<file path="src/rtl/param_alu_seq.sv">
// param_alu_seq: registered WIDTH-bit ALU with a Start/Busy/Done handshake.
// Eight opcodes (ADD, SUB, AND, XOR, OR, SHL, SHR, MUL) with Cout/OVR/Z/N flags.
// Optional feature macro: PARAM_ALU_MUL_EN.
//   Defined:   opcode 111 runs an iterative shift-add unsigned multiplier
//              (WIDTH edges, 2*WIDTH-bit product on {Rhi,R}).
//   Undefined: opcode 111 completes in one edge as an illegal opcode
//              (R=0, Rhi=0, OVR=1, Z=1).
//
// state | meaning
// IDLE  | waiting for Start; operands are latched on the accepting edge
// EXEC  | single-edge operation; writes results and flags, pulses Done
// MUL   | shift-add iterations under a down-counter (PARAM_ALU_MUL_EN only)
module param_alu_seq #(
  parameter int WIDTH = 4
) (
  input  logic             Clock,
  input  logic             Resetn,
  input  logic             Start,
  input  logic [2:0]       S,
  input  logic [WIDTH-1:0] A,
  input  logic [WIDTH-1:0] B,
  output logic [WIDTH-1:0] R,
  output logic [WIDTH-1:0] Rhi,
  output logic             Cout,
  output logic             OVR,
  output logic             Z,
  output logic             N,
  output logic             Busy,
  output logic             Done
);

`ifdef PARAM_ALU_MUL_EN
  typedef enum logic [1:0] {IDLE = 2'd0, EXEC = 2'd1, MUL = 2'd2} state_t;
`else
  typedef enum logic [1:0] {IDLE = 2'd0, EXEC = 2'd1} state_t;
`endif

  state_t           state, state_nxt;
  logic [WIDTH-1:0] op_a, op_b;
  logic [2:0]       op_s;

  logic [WIDTH:0]   add_w, sub_w;
  logic [WIDTH-1:0] ex_r;
  logic             ex_c, ex_v;

  assign add_w = {1'b0, op_a} + {1'b0, op_b};
  assign sub_w = {1'b0, op_a} + {1'b0, ~op_b} + {{WIDTH{1'b0}}, 1'b1};

`ifdef PARAM_ALU_MUL_EN
  localparam int CW = $clog2(WIDTH);

  logic [2*WIDTH-1:0] acc, acc_nxt;
  logic [WIDTH:0]     psum;
  logic [CW-1:0]      cnt;

  // One shift-add step: conditionally add the multiplicand to the upper half,
  // then shift the whole accumulator (including the add carry) right by one.
  always_comb begin
    psum    = {1'b0, acc[2*WIDTH-1:WIDTH]} + (acc[0] ? {1'b0, op_a} : {(WIDTH+1){1'b0}});
    acc_nxt = {psum, acc[WIDTH-1:1]};
  end
`endif

  // Single-edge opcode results and flags, computed from the latched operands.
  always_comb begin
    ex_r = '0;
    ex_c = 1'b0;
    ex_v = 1'b0;
    case (op_s)
      3'b000: begin
        ex_r = add_w[WIDTH-1:0];
        ex_c = add_w[WIDTH];
        ex_v = (op_a[WIDTH-1] == op_b[WIDTH-1]) && (add_w[WIDTH-1] != op_a[WIDTH-1]);
      end
      3'b001: begin
        ex_r = sub_w[WIDTH-1:0];
        ex_c = sub_w[WIDTH];
        ex_v = (op_a[WIDTH-1] != op_b[WIDTH-1]) && (sub_w[WIDTH-1] != op_a[WIDTH-1]);
      end
      3'b010: ex_r = op_a & op_b;
      3'b011: ex_r = op_a ^ op_b;
      3'b100: ex_r = op_a | op_b;
      3'b101: begin
        ex_r = {op_a[WIDTH-2:0], 1'b0};
        ex_c = op_a[WIDTH-1];
        ex_v = op_a[WIDTH-1] ^ op_a[WIDTH-2];
      end
      3'b110: begin
        ex_r = {1'b0, op_a[WIDTH-1:1]};
        ex_c = op_a[0];
      end
      default: begin
        // Only reachable without the multiplier: flag the opcode as illegal.
        ex_v = 1'b1;
      end
    endcase
  end

  // State register.
  always_ff @(posedge Clock or negedge Resetn) begin
    if (!Resetn) state <= IDLE;
    else         state <= state_nxt;
  end

  // Next-state decode.
  always_comb begin
    state_nxt = state;
    case (state)
      IDLE: begin
        if (Start) begin
`ifdef PARAM_ALU_MUL_EN
          state_nxt = (S == 3'b111) ? MUL : EXEC;
`else
          state_nxt = EXEC;
`endif
        end
      end
      EXEC: state_nxt = IDLE;
`ifdef PARAM_ALU_MUL_EN
      MUL: if (cnt == '0) state_nxt = IDLE;
`endif
      default: state_nxt = IDLE;
    endcase
  end

  assign Busy = (state != IDLE);

  // Operand capture, multiplier iteration and registered results/flags.
  always_ff @(posedge Clock or negedge Resetn) begin
    if (!Resetn) begin
      op_a <= '0;
      op_b <= '0;
      op_s <= '0;
      R    <= '0;
      Rhi  <= '0;
      Cout <= 1'b0;
      OVR  <= 1'b0;
      Z    <= 1'b0;
      N    <= 1'b0;
      Done <= 1'b0;
`ifdef PARAM_ALU_MUL_EN
      acc  <= '0;
      cnt  <= '0;
`endif
    end else begin
      Done <= 1'b0;
      if (state == IDLE && Start) begin
        op_a <= A;
        op_b <= B;
        op_s <= S;
`ifdef PARAM_ALU_MUL_EN
        acc  <= {{WIDTH{1'b0}}, B};
        cnt  <= CW'(WIDTH - 1);
`endif
      end
      if (state == EXEC) begin
        R    <= ex_r;
        Rhi  <= '0;
        Cout <= ex_c;
        OVR  <= ex_v;
        Z    <= ~|ex_r;
        N    <= ex_r[WIDTH-1];
        Done <= 1'b1;
      end
`ifdef PARAM_ALU_MUL_EN
      if (state == MUL) begin
        acc <= acc_nxt;
        cnt <= cnt - CW'(1);
        if (cnt == '0) begin
          R    <= acc_nxt[WIDTH-1:0];
          Rhi  <= acc_nxt[2*WIDTH-1:WIDTH];
          Cout <= |acc_nxt[2*WIDTH-1:WIDTH];
          OVR  <= |acc_nxt[2*WIDTH-1:WIDTH];
          Z    <= ~|acc_nxt;
          N    <= acc_nxt[WIDTH-1];
          Done <= 1'b1;
        end
      end
`endif
    end
  end

endmodule

</file>
<file path="config.mk">
export PLATFORM = sky130hd
export DESIGN_NAME = param_alu_seq
export DESIGN_NICKNAME = d
export VERILOG_FILES = /design/src/rtl/param_alu_seq.sv
export SDC_FILE = /design/constraint.sdc
export NUM_CORES = 1
export LEC_CHECK = 0
export CORE_AREA = 2 2 47 66
export CTS_CLUSTER_SIZE = 30
export DETAILED_ROUTE_END_ITERATION = 10
export DIE_AREA = 0 0 49 68
export HOLD_SLACK_MARGIN = 0.05
export PLACE_DENSITY = 0.8
export SLEW_MARGIN = 20
export SYNTH_ARGS = -nofsm -noshare
export SYNTH_HDL_FRONTEND = slang
export SYNTH_SLANG_ARGS = --single-unit
export TNS_END_PERCENT = 5
</file>
<file path="constraint.sdc">
create_clock -name Clock -period 6 [get_ports Clock]
set_input_delay 1.5 -clock Clock [delete_from_list [all_inputs] [get_ports Clock]]
set_output_delay 1.5 -clock Clock [all_outputs]
set_load 0.05 [all_outputs]
</file>
## Word-level counts from Yosys, hierarchy flattened

Index checks and enable logic that the tools add are counted.

| cells by class | value |
|---|---|
| add/subtract/negate cells | 3 |
| equal/unequal tests | 12 |
| mux-type cells | 6 |
| bitwise operators | 5 |
| reductions and logical operators | 9 |

Operators by type and width:

| operator | number |
|---|---|
| $pmux 4 s7 | 1 |
| $add 4x4->5 | 2 |
| $eq 3x3->1 const B | 3 |
| $pmux 1 s4 | 2 |
| $reduce_or 4->1 | 2 |
| $eq 3x2->1 const B | 2 |
| $add 5x1->5 const B | 1 |
| $and 4x4->4 | 1 |
| $mux 2 | 2 |
| $not 4->4 | 1 |
| $or 4x4->4 | 1 |
| $xor 4x4->4 | 1 |
| $eq 3x1->1 const B | 1 |
| $logic_and 1x1->1 | 3 |
| $logic_not 3->1 | 1 |
| $ne 1x1->1 | 3 |
| $eq 2x1->1 const B | 1 |
| $logic_not 2->1 | 1 |
| $ne 2x2->1 const B | 1 |
| $reduce_bool 2->1 | 1 |
| $eq 1x1->1 | 1 |
| $logic_not 1->1 | 1 |
| $mux 1 | 1 |
| $xor 1x1->1 | 1 |

| word-level totals | value |
|---|---|
| bits in registers | 22 |
| logic and storage cells | 45 |

## Depth between registers and ports, before layout

| logic depth | value |
|---|---|
| depth after elaboration | 6 |
| depth in mapped cells | 8 |

## Least setup slack after synthesis

No wires, ideal clock.

| path | value |
|---|---|
| path type | reg-to-output |
| start | register R[3] |
| end | output R[3] |
| data arrival time | 0.900 ns |
| data required time | 4.500 ns |
| slack | 3.600 ns |
| stages on the path, launching flop included | 2 |
| buffers on the path | 1 |
| cell sequence | dfrtp_1 buf_4 |

RTL lines:

| item | RTL line | text |
|---|---|---|
| start, declared | 22 | `output logic [WIDTH-1:0] R,` |
| start signal, assigned | 157 | `R <= ex_r;` |

No word-level cell between the ends.

## Worst setup path in the final report

| path | value |
|---|---|
| start | register state[0] |
| end | output Busy |

| on the way | value |
|---|---|
| longest elaborated chain between the ends | 1 |

Ends and longest elaborated chain:

| item | RTL line | text |
|---|---|---|
| start, declared | 38 | `state_t state, state_nxt;` |
| start signal, assigned | 102 | `else state <= state_nxt;` |
| $reduce_bool 2->1 | 126 | `assign Busy = (state != IDLE);` |
| end, declared | 28 | `output logic Busy,` |

Every way passes these cells.

==> flow_metrics.tcl <==
set metrics [dict create \
    setup_viol_count_final 0 \
    synth_top_area_share_pct 35.12 \
    clock_skew_ps 1.101 \
    synthArstFlopShare_pct 100.0 \
    antennaDiodeCount 0 \
    core_area_um2 2791 \
    num_rows 23 \
    drc 0 \
    drv_slew 0 \
    via_count 1099 \
    io_pins 28 \
    port_buffers 23 \
    netlist_instances 144 \
    synthToLayoutAreaGrowth_pct 17.47 \
    syn_avg_cell_area_um2 9.897 \
    path_delay_family "buffers and inverters" \
    synth_area_leader_cell "dfrtp_1" \
    cp_slowest_cell "clkdlybuf4s50_1" \
    yosysSeqAreaShare_pct 35.12 \
    relSlewSlack_pct 40.87 \
    grt_pass1_vias 1137 \
    grt_first_pass_wirelength_um 5009 \
    final_common_cell "clkdlybuf4s50_1" \
    maxCapViolations 0 \
    dp_hpwl_um 2296 \
    cellPowerDensity_nw_per_um2 349.2 \
    dieArea_um2 3332 \
    start_util_pct 51.05 \
    detail_route.iter0.violations 20 \
    drt-total-wl_um 2986 \
    grt_max_degree 23 \
    synthTopCellsByArea "dfrtp_1 (35%), ha_1 (11%), o21ai_0 (3.9%), buf_4 (3.7%), xnor2_1 (3.7%)" \
    grt.overflow.total 0 \
    final_cell_mix "clkdlybuf4s50_1 (23), dfrtp_1 (20), nand2_1 (13)" \
    vdd.ir_drop.worst_v 0.0001619 \
    die_h_um 68 \
    place.gp.congestion 0.8313 \
    ant_nets 0 \
    critPathMaxFanout 13 \
    tightest_slew_ps 884.2 \
    drive_above_1_share_pct 13.04 \
    ys_seq_elements 20 \
    nFillCells 243 \
    die_w_um 49 \
    ys_types 45 \
    clock_sinks 20 \
    hold_violations 0 \
    fin_nets 190 \
    cts_made_buffers 3 \
    final.min_clock_period_ps 3245 \
    clk-insertion-delay-late_ps 260 \
    yosys_warnings 0 \
    ctsHoldBuffers 0 \
    wire_per_inst_um 15.08 \
    multi_input_area_um2 793.3 \
    synth_edf_count 0 \
    worst_setup_path_end_kind "output port" \
    antenna_found_initial 0 \
    path_buf_inv 1 \
    cts_max_level 1 \
    max_freq_mhz 308.2 \
    cp.arrival_ps 1740 \
    clk_path_buf_depth 2 \
    cts_resized 0 \
    post_cts_buffers 0 \
    yosys_most_used_dff "dfrtp_1" \
    start_kind "flip-flop" \
    min_path_type "reg -> reg" \
    crit_type "reg -> out" \
    final-seq-area_um2 500.5 \
    fin_crit_sh_pct 54.08 \
    leakagePower_nw 0.7473 \
    rsz0062_at_grt "false" \
    drt_first_pass_iters 4 \
    grt_usage_pct 20.00 \
    worstPathCellList "clkdlybuf4s50_1" \
    finalSetupTns_ps 0 \
    status "finished clean" \
    path_clk_slew_ps 70 \
    dpl_cell_area_um2 1617 \
    vias_per_cell 5.551 \
    cts_tree "yes" \
    critPathRequiredTime_ps 4500 \
    syn-cell-area_um2 1425 \
    cp_slowest_stage_delay_ps 890 \
    fin_area_um2 1674 \
    clockRootBuffer "clkbuf_8" \
]
[cell families (layout without fill, tap and decap cells)]
kind of cell               Yosys count  after routing  share of synthesized area, %
muxes                                9              9                         7.023
DFF                                 20             20                         35.12
adders and majority gates           14             14                         13.34
other                                1              4                        0.2631
and+or+nand+nor                     27             27                         9.044
AOI/OAI and AO/OA                   40             40                         20.72
xor gates and xnor gates             7              7                         4.302
buffers and inverters               26             40                         10.18
[power by group]
group	leakage (nW)	switching, W	internal, W
Combinational	0.474	0.000171	0.000115
Sequential	0.245	0.0000334	0.000162
Clock	0.0288	0.0000449	0.0000584
Total	0.747	0.000250	0.000335
[sequential cells by signal, indices dropped and copies added (netlist names), 3 cells and up]
register and cells:
R 4, op_a 4, op_b 4, op_s 3
[cells in the mapped netlist (2+ instances only)]
| cell type | n |
|---|---|
| a21o_1 | 2 |
| a21oi_1 | 5 |
| a21oi_2 | 4 |
| buf_2 | 2 |
| buf_4 | 7 |
| clkbuf_1 | 2 |
| dfrtp_1 | 20 |
| fa_1 | 2 |
| ha_1 | 12 |
| inv_1 | 11 |
| inv_2 | 2 |
| mux2_2 | 4 |
| mux2i_1 | 4 |
| nand2_1 | 13 |
| nor2_1 | 5 |
| nor2b_1 | 2 |
| o211ai_1 | 3 |
| o21ai_0 | 11 |
| o21bai_1 | 2 |
| xnor2_1 | 6 |
[area by class of cell]
class                   count  area share (%)
inverters                  13           2.915
flip-flops and latches     20           29.90
well taps                  37           2.765
clock buffers               4           3.288
multi-input cells         101           47.38
repair buffers             23           13.75
[path summary, 6_finish.rpt]
| kind | startpoint | end | slack, ps | cells past startpoint |
|---|---|---|---|---|
| worst min register to register | R[1] | R[1] | 490 | 1 |
| max in group asynchronous | Resetn | op_a[2] | 3720 | 1 |
| worst max-delay path | state[0] | Busy | 2760 | 1 |
| worst max register to register | op_a[0] | Z | 3830 | 8 |
| min in group asynchronous | Resetn | R[3] | 1740 | 1 |
| worst min-delay path | R[1] | R[1] | 490 | 1 |
[stage by stage]
stage / setup WS [ps] / total power, W / instances / util (%) / hold WS (ps)
global placement: 2589 / 0.0004719 / 194 / 57.91 / 460.5
detailed placement: 2543 / 0.0004826 / 194 / 57.91 / 476.0
CTS: 2748 / 0.0005864 / 198 / 59.88 / 493.0
finish: 2755 / 0.0005847 / 198 / 59.97 / 487.1
floorplan: 3600 / 0.0004127 / 147 / - / 551.6
global route: 2672 / 0.0006189 / 198 / 59.97 / 522.7
[metal layers]
metal  wire [um]  GRT usage, %  vias up
met4         148         14.64        0
met2        1614         38.36       54
met3         139         4.148       15
li1            -             -      516
met1        1083         18.95      514
met5           0             0        -
Power figures use the tool's default switching activity.
